File: config.mk
export PLATFORM = sky130hd
export DESIGN_NAME = dcc_wait_gen
export DESIGN_NICKNAME = d
export VERILOG_FILES = /design/src/rtl/dcc_wait_gen.sv
export SDC_FILE = /design/constraint.sdc
export NUM_CORES = 1
export LEC_CHECK = 0
export CORE_MARGIN = 10
export CORE_UTILIZATION = 44
export CTS_BUF_LIST = sky130_fd_sc_hd__clkbuf_4
export DETAILED_ROUTE_END_ITERATION = 7
export HOLD_SLACK_MARGIN = 0.1
export PLACE_DENSITY_LB_ADDON = 0.1
export SYNTH_ARGS = -nofsm -noshare
export SYNTH_HDL_FRONTEND = slang
export SYNTH_SLANG_ARGS = --single-unit
export TNS_END_PERCENT = 5
File: constraint.sdc
create_clock -name CLK -period 4.2 [get_ports CLK]
set_input_delay 0.84 -clock CLK [delete_from_list [all_inputs] [get_ports CLK]]
set_output_delay 0.84 -clock CLK [all_outputs]
set_load 0.005 [all_outputs]
File: src/rtl/dcc_wait_gen.sv
// dcc_wait_gen: SH-2 external bus wait-state generator driving WTIN_N into the DCC decoder.
// Define DCC_WAIT_TIMEOUT_EN to add the CS2 EXT_RDY timeout counter and TIMEOUT pulse.
module dcc_wait_gen #(
    parameter int unsigned CW          = 8,
    parameter int unsigned ROM_WAIT    = 4,
    parameter int unsigned SMPC_WAIT   = 8,
    parameter int unsigned SRAM_WAIT   = 2,
    parameter int unsigned DRAM_WAIT   = 1,
    parameter int unsigned CS1_WAIT    = 3,
    parameter int unsigned TIMEOUT_CYC = 255
) (
    input  logic        CLK,
    input  logic        RST_N,
    input  logic        CE_R,
    input  logic [23:0] A,
    input  logic        BS_N,
    input  logic        CS0_N,
    input  logic        CS1_N,
    input  logic        CS2_N,
    input  logic        RD_N,
    input  logic [1:0]  WE_N,
    input  logic        EXT_RDY,
    output logic        WTIN_N,
    output logic        BUSY,
    output logic        TIMEOUT
);

    localparam int unsigned CNT_MAX = (CW >= 32) ? 32'hFFFF_FFFF : ((32'd1 << CW) - 32'd1);
    localparam bit CFG_OK = (ROM_WAIT <= CNT_MAX) && (SMPC_WAIT <= CNT_MAX) &&
                            (SRAM_WAIT <= CNT_MAX) && (DRAM_WAIT <= CNT_MAX) &&
                            (CS1_WAIT <= CNT_MAX) && (TIMEOUT_CYC <= CNT_MAX);

    localparam logic [CW-1:0] ONE    = CW'(1);
    localparam logic [CW-1:0] ROM_N  = CW'(ROM_WAIT);
    localparam logic [CW-1:0] SMPC_N = CW'(SMPC_WAIT);
    localparam logic [CW-1:0] SRAM_N = CW'(SRAM_WAIT);
    localparam logic [CW-1:0] DRAM_N = CW'(DRAM_WAIT);
    localparam logic [CW-1:0] CS1_N_ = CW'(CS1_WAIT);

    typedef enum logic [1:0] {IDLE, COUNT, EXTWAIT, RELEASE} state_t;

    state_t        state, state_nx, launch_state;
    logic [CW-1:0] cnt, cnt_nx, start_cnt;
    logic          start_req, strobes_idle;
    logic          unused_addr;

    assign unused_addr  = &{1'b0, A[18:0]};
    assign strobes_idle = RD_N && (WE_N == 2'b11);
    assign BUSY         = (state != IDLE);

    // The hex value on A carries the decode-map bit positions directly; bit 24 lies above the port and reads as 0.
    always_comb begin
        start_cnt    = '0;
        start_req    = !BS_N && !(CS0_N && CS1_N && CS2_N);
        launch_state = IDLE;
        if (!CS0_N) begin
            if (A[23:20] == 4'b0000)       start_cnt = ROM_N;
            else if (A[23:19] == 5'b00010) start_cnt = SMPC_N;
            else if (A[23:19] == 5'b00011) start_cnt = SRAM_N;
            else if (A[23:21] == 3'b001)   start_cnt = DRAM_N;
        end else if (!CS1_N) begin
            start_cnt = CS1_N_;
        end
        if (start_req) begin
            if (CS0_N && CS1_N)         launch_state = EXTWAIT;
            else if (start_cnt == '0)   launch_state = RELEASE;
            else                        launch_state = COUNT;
        end
    end

`ifdef DCC_WAIT_TIMEOUT_EN
    localparam logic [CW-1:0] TC_LAST = CW'(TIMEOUT_CYC - 1);

    logic [CW-1:0] tc, tc_nx;
    logic          timeout_nx;
`endif

    always_comb begin
        state_nx = state;
        cnt_nx   = cnt;
`ifdef DCC_WAIT_TIMEOUT_EN
        tc_nx      = tc;
        timeout_nx = 1'b0;
`endif
        if (CE_R) begin
            unique case (state)
                IDLE: begin
                    state_nx = launch_state;
                    cnt_nx   = start_cnt;
`ifdef DCC_WAIT_TIMEOUT_EN
                    tc_nx    = '0;
`endif
                end
                COUNT: begin
                    cnt_nx = (cnt != '0) ? cnt - ONE : '0;
                    if (cnt <= ONE) state_nx = RELEASE;
                end
                EXTWAIT: begin
`ifdef DCC_WAIT_TIMEOUT_EN
                    if (EXT_RDY) begin
                        state_nx = RELEASE;
                    end else if (tc == TC_LAST) begin
                        state_nx   = RELEASE;
                        timeout_nx = 1'b1;
                    end else begin
                        tc_nx = (tc == '1) ? tc : tc + ONE;
                    end
`else
                    if (EXT_RDY) state_nx = RELEASE;
`endif
                end
                RELEASE: begin
                    if (strobes_idle) begin
                        state_nx = launch_state;
                        cnt_nx   = start_cnt;
`ifdef DCC_WAIT_TIMEOUT_EN
                        tc_nx    = '0;
`endif
                    end
                end
                default: state_nx = IDLE;
            endcase
        end
    end

    always_ff @(posedge CLK or negedge RST_N) begin
        if (!RST_N) begin
            state  <= IDLE;
            cnt    <= '0;
            WTIN_N <= 1'b1;
        end else begin
            state  <= state_nx;
            cnt    <= cnt_nx;
            WTIN_N <= !((state_nx == COUNT) || (state_nx == EXTWAIT));
        end
    end

`ifdef DCC_WAIT_TIMEOUT_EN
    always_ff @(posedge CLK or negedge RST_N) begin
        if (!RST_N) begin
            tc      <= '0;
            TIMEOUT <= 1'b0;
        end else begin
            tc      <= tc_nx;
            TIMEOUT <= timeout_nx;
        end
    end
`else
    assign TIMEOUT = 1'b0;
`endif

    always_ff @(posedge CLK) begin
        assert (CFG_OK) else $error("dcc_wait_gen: wait/timeout parameter exceeds 2^CW-1");
    end

endmodule

==> impl_metrics.toml <==
[critical_path]
critPathBufInv = 1
cp-startpoint = "state[1]"
cp-start-kind = "register"
cp.depth = 2
ff2ff_setup_slack_ns = 2.22
path_class = "register to output pin"
arrival_ns = 1.48
r2r_cells = 6
crit_end = "BUSY"
r2r-start = "cnt[0]"
path_max_fanout = 8
r2r-end = "cnt[1]"
cpMaxStageDelayCell = "dfrtp_1"
crit_family = "flip-flops"
crit_path_end_kind = "output pin"
crit_chain = "or2_2 -> clkdlybuf4s50_1"
required_ns = 3.36
crit_path_max_incr_delay_ns = 0.45

[finish]
syn_to_final_growth_pct = 26.4
post-route-util_pct = 57.5
regArea_um2 = 277
fin_area_um2 = 971
multi_input_area_um2 = 454
fin_nets = 139
stdcell_count = 118
layout-drive-gt1-share_pct = 12.9
n_antenna_cell = 0
n_fill_cell = 162

[floorplan]
die_y_um = 61.8
rows = 15
pin_count = 38
dieArea_um2 = 3820
fp.coreArea_um2 = 1690
start_util_pct = 45.5
die_w_um = 61.8

[sta]
fin_crit_sh_pct = 55.2
fmax_mhz = 431
finalSetupViolCount = 0
setup_tns_ns = 0
fin_crit_ns = 2.32
skew_ns = 0.00311
rsz0062_at_grt = "no"
final-max-slew-violation-count = 0
finalHoldViolCount = 0
slew_headroom_pct = 59.0
fin_ws_ns = 1.88
tightest_slew_ns = 0.610
fin_hold_ws_ns = 0.569

[synth]
ys_ff_latch = 11
synth_area_um2 = 768
synth.distinct_cells = 44
syn-num-nets = 119
yosysTopAreaCell = "dfrtp_1"
seq_area_frac_synth_pct = 36.0
synthCells = 82
yosys_warnings = 0
synth_area_per_cell_um2 = 9.37
synth_area_leaders = "dfrtp_1 (33%), o21ai_0 (4.6%), dfstp_2 (3.4%)"
netlist.area_leader.share_pct = 32.6

[clock_tree]
insertion_delay_ns = 0.27
tritoncts = "done"
cts-resized-gates = 0
cts_root_buf = "clkbuf_4"
htree_levels = 1
numClockSinks = 11
cts_buffer_depth = 2
postCtsSetupRepairBufs = 0
clk_pin_slew_ns = 0.07
numCtsBuffers = 3
hold_buffers = 0

[power_and_ir_drop]
ir_drop_uv = 331
leakage_nw = 0.383
power_density_nw_per_um2 = 613
total_power_uw = 595

[global_routing]
grt_max_degree = 12
antenna_found_initial = 0
gr-total-overflow = 0
first_global_vias = 726
grt_pass1_wl_um = 3140
track_usage_pct = 10.8

[drt]
wl_per_cell_um = 15.8
drt_iter0_drc = 8
wirelength_um = 1860
viasPerCell = 6.01
drcViolationCount = 0
vias = 709
drt_pass1_iterations = 4
postRouteAntennaNets = 0

[placed_design]
io_buffers = 17
placedInstanceArea_um2 = 941
dpl.cell_count = 114
pre_cts_slack_ns = 1.62
hpwl_um = 1490
gp_congestion = 0.789

[run]
maxCapViolCount = 0

[min_path]
hold_class = "register to register"

[outcome]
outcome = "completed"
[power breakdown]
group	switching, mW	leakage, nW	internal (mW)	total [mW]
clock	0.0350	0.0184	0.0432	0.0782
sequential	0.0636	0.134	0.153	0.217
combinational	0.150	0.231	0.150	0.300
total	0.249	0.383	0.346	0.595
[layout make-up]
type	instances	area share (%)
Timing Repair Buffer	17	17.5
Inverter	5	1.93
Multi-Input combinational cell	64	46.8
Sequential cell	11	28.5
Clock buffer	4	3.09
Tap cell	17	2.19
[state kept, by name, indices dropped and copies added, names as in the netlist]
| register | flops |
|---|---|
| state | 2 |
| cnt | 8 |
| WTIN_N | 1 |
[metal layers]
layer / vias to the layer above / global-route usage (%) / share of wire, % / routed length [um]
met5: - / 0 / 0 / 0
met3: 4 / 3.25 / 6.7 / 124
li1: 354 / - / - / -
met1: 329 / 12.4 / 45 / 846
met2: 22 / 17.3 / 46 / 851
met4: 0 / 6.37 / 2.1 / 40
[cell usage in the layout (no fill, tap or decap), types with 2 or more instances in the layout]
cell             count
nor4_2               2
or4_4                2
nor3_1               2
nand2b_1             2
clkbuf_4             4
o21ai_1              2
a21oi_1              3
nand2_1              5
o2bb2ai_1            2
clkdlybuf4s50_1     17
dfrtp_1             10
nor3b_1              2
ha_1                 2
a21o_1               2
nand4_1              2
inv_1                5
nor2_1               3
a211oi_1             2
o21ai_0              7
[logic make-up after synthesis]
logic type / Yosys count / share of synthesized area (%)
XOR/XNOR: 2 / 2.28
adder cells (fa/ha/maj): 2 / 3.26
other: 1 / 0.488
AND/OR/NAND/NOR: 27 / 22.6
flip-flops: 11 / 36.0
buffers and inverters: 7 / 4.89
AO/OA/AOI/OAI: 32 / 30.5
[cell usage after synthesis (all sizes together)]
cell,count
a211oi,2
a21bo,1
a21boi,2
a21o,2
a21oi,3
a22o,1
a22oi,1
a2bb2oi,1
a31oi,1
and2b,1
buf,2
conb,1
dfrtp,10
dfstp,1
ha,2
inv,5
nand2,5
nand2b,2
nand3,1
nand3b,1
nand4,2
nor2,3
nor2b,1
nor3,2
nor3b,2
nor4,3
o2111a,1
o2111ai,1
o211ai,1
o21ai,9
o221ai,1
o2bb2ai,2
o32a,1
o32ai,1
o41ai,1
or2,1
or3,1
or4,2
xnor2,1
xor2,1
[worst min-delay path by stage]
stage               startpoint      to  slack, ns  depth (start not counted)
floorplan               cnt[7]  cnt[7]       0.51                          1
global placement        cnt[7]  cnt[7]       0.55                          1
detailed placement      cnt[7]  cnt[7]       0.56                          1
CTS                     cnt[7]  cnt[7]       0.57                          1
global route            cnt[7]  cnt[7]       0.60                          1
finish                  cnt[7]  cnt[7]       0.57                          1
[worst register-to-register path, stage by stage, from the launching register on]
cell and delay (ns):
dfrtp_1 0.44, inv_1 0.08, ha_1 0.24, nor3b_1 0.52
a21o_1 0.29, o221ai_1 0.13, a21boi_1 0.17
Note: power is estimated with default switching activity, not from simulation.
